<file path="src/rtl/byte_striping_tx_pkg.sv">
// byte_striping_tx_pkg: shared constants and phase encoding for the two-lane byte striping link
package byte_striping_tx_pkg;
    localparam int DATA_W = 8;
    localparam logic LANE0 = 1'b0;
    localparam logic LANE1 = 1'b1;
    typedef enum logic {PH_FIRST = 1'b0, PH_SECOND = 1'b1} phase_t;
endpackage

</file>
<file path="src/rtl/stripe_lane_fifo.sv">
// stripe_lane_fifo: per-lane FIFO with synchronous write and show-ahead read data
module stripe_lane_fifo #(
    parameter int DEPTH = 4,
    parameter int DATA_W = 8
) (
    input  logic                    clk_2f,
    input  logic                    reset_L,
    input  logic                    push,
    input  logic                    pop,
    input  logic [DATA_W-1:0]       din,
    output logic [DATA_W-1:0]       dout,
    output logic                    empty,
    output logic                    full,
    output logic [$clog2(DEPTH):0]  count
);
    localparam int AW = $clog2(DEPTH);
    logic [DATA_W-1:0] mem [DEPTH];
    logic [AW-1:0] wr_ptr, rd_ptr;
    always_ff @(posedge clk_2f or negedge reset_L) begin
        if (!reset_L) begin
            wr_ptr <= '0;
            rd_ptr <= '0;
            count  <= '0;
        end else begin
            if (push) wr_ptr <= wr_ptr + 1'b1;
            if (pop) rd_ptr <= rd_ptr + 1'b1;
            count <= count + (AW+1)'(push) - (AW+1)'(pop);
        end
    end
    always_ff @(posedge clk_2f) begin
        if (push) mem[wr_ptr] <= din;
    end
    assign dout  = mem[rd_ptr];
    assign empty = count == '0;
    assign full  = count == (AW+1)'(DEPTH);
endmodule

</file>
<file path="src/rtl/byte_striping_tx.sv">
// byte_striping_tx: stripes a byte stream alternately onto two half-rate lanes, emitting whole pairs per frame.
// Define STRIPE_IDLE_FLUSH_EN to let a lone lane 0 byte leave on its own after a fully idle frame.
module byte_striping_tx
    import byte_striping_tx_pkg::*;
#(
    parameter int DEPTH = 4
) (
    input  logic              clk_2f,
    input  logic              reset_L,
    input  logic [DATA_W-1:0] data_in,
    input  logic              valid_in,
    output logic              ready_in,
    output logic [DATA_W-1:0] data_stripe_0,
    output logic [DATA_W-1:0] data_stripe_1,
    output logic              valid_stripe_0,
    output logic              valid_stripe_1,
    output logic              phase_f
);
    phase_t phase, phase_nxt;
    logic ptr, ptr_nxt, accept, boundary, pair, flush;
    logic [1:0] push, pop, empty, full;
    logic [DATA_W-1:0] dout [2];
    logic [$clog2(DEPTH):0] count [2];
    for (genvar i = 0; i < 2; i++) begin : g_lane
        stripe_lane_fifo #(.DEPTH(DEPTH), .DATA_W(DATA_W)) u_fifo (
            .clk_2f (clk_2f),
            .reset_L(reset_L),
            .push   (push[i]),
            .pop    (pop[i]),
            .din    (data_in),
            .dout   (dout[i]),
            .empty  (empty[i]),
            .full   (full[i]),
            .count  (count[i])
        );
    end
`ifdef STRIPE_IDLE_FLUSH_EN
    logic last_valid;
    always_ff @(posedge clk_2f or negedge reset_L) begin
        if (!reset_L) last_valid <= 1'b0;
        else last_valid <= valid_in;
    end
`endif
    assign ready_in = reset_L && count[ptr] != ($clog2(DEPTH)+1)'(DEPTH);
    assign phase_f  = phase;
    assign push     = {accept && ptr == LANE1 && !full[1], accept && ptr == LANE0 && !full[0]};
    assign pop      = {pair, pair || flush};
    always_comb begin
        phase_nxt = phase == PH_FIRST ? PH_SECOND : PH_FIRST;
        boundary  = phase == PH_SECOND;
        pair      = boundary && !empty[0] && !empty[1];
`ifdef STRIPE_IDLE_FLUSH_EN
        flush     = boundary && !empty[0] && empty[1] && !valid_in && !last_valid;
`else
        flush     = 1'b0;
`endif
        accept    = valid_in && ready_in;
        ptr_nxt   = flush ? LANE0 : accept ? ~ptr : ptr;
    end
    always_ff @(posedge clk_2f or negedge reset_L) begin
        if (!reset_L) begin
            phase          <= PH_FIRST;
            ptr            <= LANE0;
            data_stripe_0  <= '0;
            data_stripe_1  <= '0;
            valid_stripe_0 <= 1'b0;
            valid_stripe_1 <= 1'b0;
        end else begin
            phase <= phase_nxt;
            ptr   <= ptr_nxt;
            if (boundary) begin
                valid_stripe_0 <= pair || flush;
                valid_stripe_1 <= pair;
                if (pair || flush) data_stripe_0 <= dout[0];
                if (pair) data_stripe_1 <= dout[1];
            end
        end
    end
endmodule

</file>
<file path="config.mk">
export PLATFORM = sky130hd
export DESIGN_NAME = byte_striping_tx
export DESIGN_NICKNAME = d
export VERILOG_FILES = /design/src/rtl/byte_striping_tx_pkg.sv /design/src/rtl/stripe_lane_fifo.sv /design/src/rtl/byte_striping_tx.sv
export SDC_FILE = /design/constraint.sdc
export NUM_CORES = 1
export LEC_CHECK = 0
export BUFFER_PORTS_ARGS = -buffer_cell sky130_fd_sc_hd__buf_4
export CELL_PAD_IN_SITES_DETAIL_PLACEMENT = 1
export CELL_PAD_IN_SITES_GLOBAL_PLACEMENT = 2
export CORE_ASPECT_RATIO = 2
export CORE_MARGIN = 1.5
export CORE_UTILIZATION = 49
export DETAILED_ROUTE_END_ITERATION = 8
export PLACE_DENSITY_LB_ADDON = 0.1
export SYNTH_ARGS = -nofsm -noshare
export SYNTH_HDL_FRONTEND = slang
export SYNTH_SLANG_ARGS = --single-unit
export TNS_END_PERCENT = 50
</file>
<file path="constraint.sdc">
create_clock -name clk_2f -period 6.3 [get_ports clk_2f]
set_input_delay 0.315 -clock clk_2f [delete_from_list [all_inputs] [get_ports clk_2f]]
set_output_delay 0.315 -clock clk_2f [all_outputs]
set_load 0.01 [all_outputs]
</file>
* Yosys cells after proc, flatten, opt, wreduce, memory -nomap -nowiden *
Memory sizes are Yosys's and may differ from the RTL's. A register that Yosys moved wholly into a read port is not among the register bits.
Index checks and enable logic that the tools add are counted.

storage, ports and cells
  flip-flop bits (word level) = 17
  memory bits (writable) = 64
  input port bits = 11
  output and inout bits = 20
  word-level logic and storage cells = 50
  memories = 2

operators by class
  $add $sub $neg = 8
  magnitude comparators = 1
  equality and inequality tests = 3
  multiplexer cells = 8
  bitwise operators = 2
  reductions and logical operators = 17

memories
  name                  words  bits a word  rd ports  clocked after Yosys merged registers in  wr ports  RTL line                RTL
  g_lane[0].u_fifo.mem  4      8            1         1                                        1         stripe_lane_fifo.sv:17  logic [DATA_W-1:0] mem [DEPTH];
  g_lane[1].u_fifo.mem  4      8            1         1                                        1         stripe_lane_fifo.sv:17

operators with widths
  kind                 number
  $mux 3               3
  $add 2x1->2 const B  4
  $logic_and 1x1->1    8
  $add 3x1->3          2
  $eq 3x3->1 const B   2
  $logic_not 1->1      6
  $logic_not 3->1      2
  $sub 3x1->3          2
  $mux 1               5
  $ne 3x3->1 const B   1
  $ge 2x2->1 const B   1
  $not 1->2            1
  $reduce_and 2->1     1
  $not 1->1            1

* Logic depth before layout (Yosys ltp) *
Gate-level depths: netlist of run 1.

  depth in word-level cells = 11
  depth in mapped cells = 12
  gate-level depth less buffers = 10

* Cells and area by module *
From an unflattened synthesis of run 1, not the netlist that was laid out.

unflattened totals
  cell total of the unflattened synthesis = 205
  area total of the unflattened synthesis = 3918.8 µm²

modules (own cells, without submodules)
  module            instances  cells an instance  area an instance (µm²)
  stripe_lane_fifo  2          76                 1542.7
  byte_striping_tx  1          53                 833.3

* Least setup slack after synthesis of run 1 *
OpenSTA, ideal clock, no wires.

  path kind = flip-flop to flip-flop
  start = register phase, in the netlist phase_f
  end = register g_lane[0].u_fifo.count[2]
  arrival time = 2244 ps
  setup slack = 3933 ps
  stages on the path, launching flop included = 13
  buffers on the path = 2
  clock period less this slack = 2367 ps
  cells stage by stage = dfrtp_1 -> inv_2 -> or3_1 -> buf_6 -> inv_8 -> buf_12 -> ha_1 -> inv_1 -> ha_1 -> inv_1 -> fa_1 -> xnor2_1 -> xnor2_1

on the way
  longest elaborated chain between the ends = 3

ends and longest elaborated chain
  element                         RTL line                RTL
  from (decl)                     byte_striping_tx.sv:19  phase_t phase, phase_nxt;
  from (signal assigned)          byte_striping_tx.sv:69  phase <= phase_nxt;
  $logic_and 1x1->1 (2 in a row)  byte_striping_tx.sv:51  pair = boundary && !empty[0] && !empty[1];
  via g_lane[0].u_fifo.pop        stripe_lane_fifo.sv:9   input logic pop,
  $sub 3x1->3                     stripe_lane_fifo.sv:27  count <= count + (AW+1)'(push) - (AW+1)'(pop);
  to (signal assigned)            stripe_lane_fifo.sv:27
  to (decl)                       stripe_lane_fifo.sv:14  output logic [$clog2(DEPTH):0] count

The timed path passes the listed nets, and every way through them passes these cells.
A chain may end at the register's enable or synchronous reset.

* Worst setup path after layout of run 1 *
  start = input port reset_L
  end = register g_lane[1].u_fifo.count[2]

on the way
  longest elaborated chain between the ends = 6

ends and longest elaborated chain
  element                         RTL line                RTL
  from (decl)                     byte_striping_tx.sv:9   input logic reset_L,
  $logic_and 1x1->1               byte_striping_tx.sv:44  assign ready_in = reset_L && count[ptr] != ($clog2(DEPTH)+1)'(DEPTH);
  $logic_and 1x1->1               byte_striping_tx.sv:57  accept = valid_in && ready_in;
  $logic_and 1x1->1 (2 in a row)  byte_striping_tx.sv:46  assign push = {accept && ptr == LANE1 && !full[1], accept && ptr == LANE0 && !full[0]};
  $add 3x1->3                     stripe_lane_fifo.sv:27
  $sub 3x1->3                     stripe_lane_fifo.sv:27
  to (signal assigned)            stripe_lane_fifo.sv:27
  to (decl)                       stripe_lane_fifo.sv:14

Every way passes these cells.

==> results.cfg, run 1 <==
[timing]
rsz0062_at_grt = false
post-route-period-util_pct = 46.1
finalSetupTns_ns = 0
hold_viol_final = 0
slew_violations = 0
clock_skew_ns = 0.00763
max_clock_freq_ghz = 0.344
fin_hold_ws_ns = 0.220
slew_headroom_pct = 58.9
min_period_ns = 2.91
tightest_slew_ns = 0.616
setup_viol = 0

[status]
status = finished clean

[die]
core_mm2 = 0.00766
initial_core_util_pct = 50.9
dieArea_mm2 = 0.00854
die_w_um = 66.1
ioPinCount = 31
die_h_um = 129
rows = 45

[synth]
ys_seq_area_share_pct = 70.5
synth-seq-cells = 97
netlist_area_mm2 = 0.00390
syn_avg_cell_area_um2 = 19.4
synth_cells = 201
synthArstFlopShare_pct = 34.0
synth_warnings = 0
synth_cell_types = 28
synth_flop_cell = edfxtp_1
synth_nets = 226
synth-edff-count = 64

[layout]
mostFrequentLayoutCells = edfxtp_1 (64), dfrtp_1 (33), buf_4 (30)
fill_cells = 708
final_nets = 261
num_antenna_cells = 0
final_common_cell = edfxtp_1
stdcell_count = 334
drive_gt1_share_pct = 34.6
syn_to_final_growth_pct = 14.9
fin_util_pct = 58.5

[clocking]
numClockSinks = 97
root_buffer = clkbuf_16
clk_latency_ns = 0.34
htreeDepth = 3
cts_buffer_depth = 2
cts_tree = yes
post_cts_buffers = 0
cts_buffers = 9
clk_pin_slew_ns = 0.06

[drt]
drtPass1Iterations = 4
viasPerCell = 5.41
wl_um = 7170
drc = 0
final_antenna_net_count = 0
vias = 1808
initialDrtViolationCount = 80
wire_per_inst_um = 21.5

[worst_setup_path]
worstSetupPathType = in2reg
crit_family = buffers and inverters
crit_slowest_cell = dlygate4sd3_1
max_stage_delay_ns = 0.53
r2r_cells = 10
crit_path_end_kind = flop
path_buf_inv = 4
worstPathCellList = dlygate4sd3_1, buf_4, nand3_1, nor2_1, inv_1, ha_1, inv_1, ha_1, fa_1, xnor2_1, xnor2_1
crit_required_ns = 6.56
cp_data_arrival_time_ns = 3.17
crit_cells = 11
cp-start-kind = input port
worstPathMaxFanout = 36

[global_routing]
grt_first_pass_wirelength_um = 11300
overflow = 0
grt.total_usage_pct = 19.2
grt_max_degree = 37
grt_pass1_vias = 2028
grt_antenna_before_repair = 0

[min_path]
hold_class = in2reg
whs_path_depth = 1

[pwr]
p_total_uw = 2210
clkPwrFrac_pct = 23.7
power.density_mw_per_mm2 = 492
swShare_pct = 30.1
pwr-share-comb_pct = 32.2
ir_drop_uv = 264
power.leakage_uw = 0.00171
internal_power_uw = 1540
power.switching_uw = 665
seqPwrFrac_pct = 44.1

[place]
hpwl_um = 4990
numPortBuffers = 30
gp_congestion = 0.676
dp.cells = 318

[run]
cap_violations = 0
logic make-up (layout without fill, tap and decap cells):
kind of cell | after synthesis | count (layout) | share of synthesized area, %
muxes | 35 | 35 | 15.5
buffers and inverters | 21 | 60 | 2.98
xor gates and xnor gates | 10 | 10 | 2.25
adders and majority gates | 14 | 14 | 4.88
AOI/OAI and AO/OA | 2 | 2 | 0.449
and+or+nand+nor | 22 | 22 | 3.53
DFF | 97 | 97 | 70.5
state kept, by name, summed over array words and instances, names as in the netlist:
name / count
ptr: 1
g_lane.u_fifo.wr_ptr: 4
phase_f: 1
g_lane.u_fifo.mem: 64
valid_stripe_1: 1
data_stripe_1: 8
g_lane.u_fifo.count: 6
data_stripe_0: 8
g_lane.u_fifo.rd_ptr: 4
stage by stage:
stage          cell area (um^2)  setup slack [ns]
2_1_floorplan              3900              3.93
3_3_place_gp               4190              3.69
3_5_place_dp               4190              3.52
5_1_grt                    4480              3.06
6_report                   4480              3.39
4_1_cts                    4480              3.31
power by group through the flow:
stage	clock [uW]	sequential [uW]	combinational (uW)
floorplan	0	934	559
global placement	0	972	664
detailed placement	0	989	721
CTS	531	978	732
global route	552	998	788
finish	523	973	710
final timing paths:
kind / startpoint / endpoint / slack [ns]
max in group asynchronous: reset_L / g_lane[1].u_fifo.count[2] / 5.48
min in group asynchronous: reset_L / data_stripe_0[3] / 0.48
worst max register to register: g_lane[0].u_fifo.count[1] / g_lane[0].u_fifo.count[2] / 3.75
worst max-delay path: reset_L / g_lane[1].u_fifo.count[2] / 3.39
worst min-delay path: data_in[5] / g_lane[1].u_fifo.mem[0][5] / 0.22
worst min register to register: phase_f / phase_f / 0.50
Yosys cell counts (3+ instances only):
master     n  area, um^2
mux4_2    16         360
and2_1     9        56.3
edfxtp_1  64        1920
xnor2_1    8        70.1
dfrtp_1   33         826
inv_1     12        45.0
nand2_1    3        11.3
nor3_2     3        30.0
mux2_2    10         113
ha_1      12         150
mux2_4     8         120
area by class of cell:
type	count	area (um^2)	area share, %
Sequential cell	97	2750	61.3
Multi-Input combinational cell	83	1040	23.1
Timing Repair Buffer	31	235	5.25
Clock buffer	9	225	5.03
Tap cell	94	118	2.62
Clock inverter	6	60.1	1.34
Inverter	14	60.1	1.34
metal layers:
| layer | up-vias | global-route usage (%) | wire length, um |
|---|---|---|---|
| li1 | 808 | - | - |
| met1 | 946 | 21.4 | 2590 |
| met2 | 42 | 35.5 | 4230 |
| met3 | 12 | 3.99 | 209 |
| met4 | 0 | 6.84 | 136 |
| met5 | - | 0 | 0 |
what timing repair did:
action,4_1_cts,5_1_grt
hold buffers,1,0
hold endpoints to repair,33,0
gates resized for setup,0,0
endpoints found under the setup margin,0,0
Note: power is estimated with default switching activity, not from simulation.
==> run 2: changes to the inputs <==
--- a/config.mk
+++ b/config.mk
@@ -10,7 +10,7 @@
 export CELL_PAD_IN_SITES_GLOBAL_PLACEMENT = 2
 export CORE_ASPECT_RATIO = 2
 export CORE_MARGIN = 1.5
-export CORE_UTILIZATION = 49
+export CORE_UTILIZATION = 41
 export DETAILED_ROUTE_END_ITERATION = 8
 export PLACE_DENSITY_LB_ADDON = 0.1
 export SYNTH_ARGS = -nofsm -noshare
==> constraint.sdc (replaced) <==
create_clock -name clk_2f -period 2.38 [get_ports clk_2f]
set_input_delay 0.119 -clock clk_2f [delete_from_list [all_inputs] [get_ports clk_2f]]
set_output_delay 0.119 -clock clk_2f [all_outputs]
set_load 0.01 [all_outputs]
==> results.cfg, run 2 (same netlist as run 1, synthesis figures left out) <==
[clocking]
clk_pin_slew_ns = 0.06
cts_buffer_depth = 2
clk_latency_ns = 0.34
root_buffer = clkbuf_16
numClockSinks = 97
cts_buffers = 9
cts_tree = yes
post_cts_buffers = 0
htreeDepth = 3

[global_routing]
grt_antenna_before_repair = 0
grt_pass1_vias = 2103
grt_first_pass_wirelength_um = 11700
grt.total_usage_pct = 16.4
overflow = 0
grt_max_degree = 25

[drt]
vias = 1863
drtPass1Iterations = 4
initialDrtViolationCount = 143
drc = 0
viasPerCell = 5.31
wl_um = 7570
wire_per_inst_um = 21.6
final_antenna_net_count = 0

[place]
numPortBuffers = 30
gp_congestion = 0.681
hpwl_um = 5430

[timing]
slew_headroom_pct = 58.0
post-route-period-util_pct = 94.5
setup_viol = 0
slew_violations = 0
min_period_ns = 2.25
rsz0062_at_grt = false
tightest_slew_ns = 0.630
finalSetupTns_ns = 0
clock_skew_ns = 0.00542
hold_viol_final = 0
max_clock_freq_ghz = 0.445

[layout]
syn_to_final_growth_pct = 18.1
final_common_cell = edfxtp_1
largestRegisters = g_lane.u_fifo.mem x64, data_stripe_0 x8, data_stripe_1 x8
drive_gt1_share_pct = 38.1
largest_reg_flops = 64
mostFrequentLayoutCells = edfxtp_1 (64), buf_4 (36), dfrtp_1 (33)
num_antenna_cells = 0
top_register = g_lane.u_fifo.mem
final_nets = 267

[die]
die_h_um = 141
core_mm2 = 0.00932
ioPinCount = 31
rows = 50
die_w_um = 72.0
dieArea_mm2 = 0.0101
initial_core_util_pct = 41.8

[worst_setup_path]
worstSetupPathType = reg2reg
cp-start-kind = flop
crit_path_end_kind = flop
r2r_slack_ns = 0.13
crit_required_ns = 2.60
worstPathMaxFanout = 4
cp_data_arrival_time_ns = 2.47

[run]
cap_violations = 0

[pwr]
p_total_uw = 6080
power.leakage_uw = 0.00177
power.density_mw_per_mm2 = 1320
ir_drop_uv = 926

[status]
status = finished clean

[min_path]
hold_class = in2reg
run 2: cell types whose count changed in the layout (fill, tap and decap cells not counted):
cell	change
buf_4	+6
clkbuf_8	+2
clkinv_1	-2
nor3b_1	-2
nor3b_2	+2
bufinv_16	+1
clkbuf_1	+1
clkinvlp_4	-1
nor3_2	-1
nor3_4	+1
or3_1	-1
or3_4	+1
run 2: worst paths after layout:
check	from	to	cells past startpoint
worst min-delay path	data_in[3]	g_lane[1].u_fifo.mem[3][3]	1
worst min register to register	phase_f	phase_f	1
worst max-delay path	g_lane[0].u_fifo.count[1]	g_lane[0].u_fifo.count[2]	10
max in group asynchronous	reset_L	g_lane[1].u_fifo.wr_ptr[1]	3
worst max register to register	g_lane[0].u_fifo.count[1]	g_lane[0].u_fifo.count[2]	10
min in group asynchronous	reset_L	g_lane[0].u_fifo.count[2]	2
run 2: repair_timing:
action	CTS	global route
resized for setup	0	4
hold buffers	1	0
hold endpoints to repair	33	0
setup endpoints to repair	0	2
run 2: power by group:
group	switching, uW	total, uW	internal, uW	leakage [uW]
Sequential	392	2590	2200	0.000959
Combinational	785	1920	1130	0.000660
Clock	601	1580	978	0.000155
run 2: metal layers:
layer	share of wire, %	global-route usage (%)	vias up
met3	2.7	3.29	11
li1	-	-	823
met5	0	0	-
met1	34	16.4	993
met2	61	31.6	36
met4	2.2	6.65	0
run 2: critical path, cell delays in order (launching register included):
cell and delay (ns):
dfrtp_1 0.49, nor3_4 0.08, or3_4 0.39, inv_8 0.07
ha_1 0.22, inv_1 0.05, ha_1 0.13, inv_1 0.05
fa_1 0.38, xnor2_1 0.15, xnor2_1 0.13
run 2: metrics by stage:
stage                     std cells  utilization [%]  cell area (um^2)  worst slack, ns  hold WS [ns]
final                           351             49.4              4610            0.131        0.0199
after global routing            351             49.4              4610          0.00600        0.0233
after CTS                       351             49.2              4590          0.00702        0.0142
after detailed placement        334             45.5              4240          0.00580       -0.0152
after global placement          334             45.5              4240            0.137       -0.0167
after floorplan                 201                -              3900           0.0130        -0.177
run 2: final cells by class:
type | instances | area, um^2
Clock buffer | 12 | 256
Clock inverter | 4 | 75.1
Fill cell | 865 | 4710
Inverter | 14 | 60.1
Multi-Input combinational cell | 83 | 1060
Sequential cell | 97 | 2750
Tap cell | 104 | 130
Timing Repair Buffer | 37 | 280
==> run 3: changes to the inputs <==
--- a/config.mk
+++ b/config.mk
@@ -9,7 +9,7 @@
 export CELL_PAD_IN_SITES_DETAIL_PLACEMENT = 1
 export CELL_PAD_IN_SITES_GLOBAL_PLACEMENT = 2
 export CORE_ASPECT_RATIO = 2
-export CORE_MARGIN = 1.5
+export CORE_MARGIN = 8
 export CORE_UTILIZATION = 41
 export DETAILED_ROUTE_END_ITERATION = 8
 export PLACE_DENSITY_LB_ADDON = 0.1
==> results.cfg, run 3 (same netlist as run 1, synthesis figures left out) <==
[drt]
wl_um = 7700
drc = 0
viasPerCell = 5.26
wire_per_inst_um = 22.0
vias = 1842
initialDrtViolationCount = 109
drtPass1Iterations = 4
final_antenna_net_count = 0

[pwr]
p_total_uw = 5800
power.leakage_uw = 0.00175
ir_drop_uv = 731
power.density_mw_per_mm2 = 1280

[layout]
final_common_cell = edfxtp_1
largestRegisters = g_lane.u_fifo.mem x64, data_stripe_0 x8, data_stripe_1 x8
drive_gt1_share_pct = 36.2
top_register = g_lane.u_fifo.mem
largest_reg_flops = 64
mostFrequentLayoutCells = edfxtp_1 (64), buf_4 (35), dfrtp_1 (32)
num_antenna_cells = 0
final_area_mm2 = 0.00453
fill_cells = 886
final_nets = 266
syn_to_final_growth_pct = 16.1

[die]
rows = 50
die_h_um = 154
core_mm2 = 0.00932
initial_core_util_pct = 41.8
ioPinCount = 31
dieArea_mm2 = 0.0131
die_w_um = 85.0

[place]
post_dp_cell_area_mm2 = 0.00424
hpwl_um = 5520
gp_congestion = 0.679
dp_slack_ns = -0.0115
numPortBuffers = 30

[timing]
max_clock_freq_ghz = 0.444
hold_viol_final = 0
slew_violations = 0
setup_viol = 0
fin_hold_ws_ns = 0.0394
slew_headroom_pct = 57.9
min_period_ns = 2.25
tightest_slew_ns = 0.631
rsz0062_at_grt = false
post-route-period-util_pct = 94.7
clock_skew_ns = 0.00446
worst_slack_ns = 0.126

[clocking]
cts_buffer_depth = 2
post_cts_buffers = 0
clk_latency_ns = 0.33
clk_pin_slew_ns = 0.06
htreeDepth = 3
cts_buffers = 9
cts_tree = yes
root_buffer = clkbuf_16
numClockSinks = 97

[min_path]
whs_path_depth = 1
hold_class = in2reg

[global_routing]
grt_first_pass_wirelength_um = 12200
grt_max_degree = 35
grt_antenna_before_repair = 0
overflow = 0
grt_pass1_vias = 2184
grt.total_usage_pct = 12.8

[run]
cap_violations = 0

[worst_setup_path]
worstPathMaxFanout = 4
worstSetupPathType = reg2reg
crit_required_ns = 2.59
cp_data_arrival_time_ns = 2.47
crit_path_end_kind = flop
r2r_cells = 10
cp-start-kind = flop

[status]
status = finished clean
==> run 3: through the flow <==
step                TNS (ns)  instances  utilization (%)
floorplan                  0        201                -
global placement           0        333             45.4
detailed placement   -0.0115        333             45.4
CTS                        0        350             48.3
global route               0        350             48.6
finish                     0        350             48.6
==> run 3: worst paths after layout <==
path,slack [ns],from,to
worst max-delay path,0.13,g_lane[0].u_fifo.count[1],g_lane[0].u_fifo.count[2]
worst min-delay path,0.04,data_in[3],g_lane[1].u_fifo.mem[0][3]
worst max register to register,0.13,g_lane[0].u_fifo.count[1],g_lane[0].u_fifo.count[2]
worst min register to register,0.51,data_stripe_0[1],data_stripe_0[1]
max in group asynchronous,1.58,reset_L,g_lane[0].u_fifo.count[1]
min in group asynchronous,0.43,reset_L,data_stripe_0[5]
==> run 3: worst max-delay path, stage by stage (launching register included) <==
cell	delay [ns]
dfrtp_2	0.46
nor3_4	0.23
or3_4	0.21
inv_8	0.04
ha_1	0.27
inv_1	0.05
ha_1	0.12
inv_1	0.04
fa_1	0.41
xnor2_2	0.17
xnor2_1	0.13
==> run 3: what timing repair did <==
item / CTS / global route
setup endpoints to repair: 2 / 2
resized for setup: 1 / 4
hold buffers: 1 / 0
endpoints found under the hold margin: 33 / 0
==> run 3: where the power goes <==
group / switching (uW) / internal [uW]
combinational: 802 / 1140
clock: 562 / 690
sequential: 402 / 2200
==> run 3: metal layers <==
layer  part of all wire, %  global-route usage, %
met4                   1.5                   4.37
met5                     0                      0
met2                    59                   24.4
met1                    35                   12.3
met3                   4.0                   3.90
==> run 3: cell type report <==
cell class	count	area [um^2]	share of cell area, %
timing repair buffer	36	273	6.03
tap	104	130	2.87
clock buffer	10	229	5.06
clock inverter	6	25.0	0.553
sequential	97	2750	60.7
inverter	14	60.1	1.33
multi-input combinational	83	1060	23.4
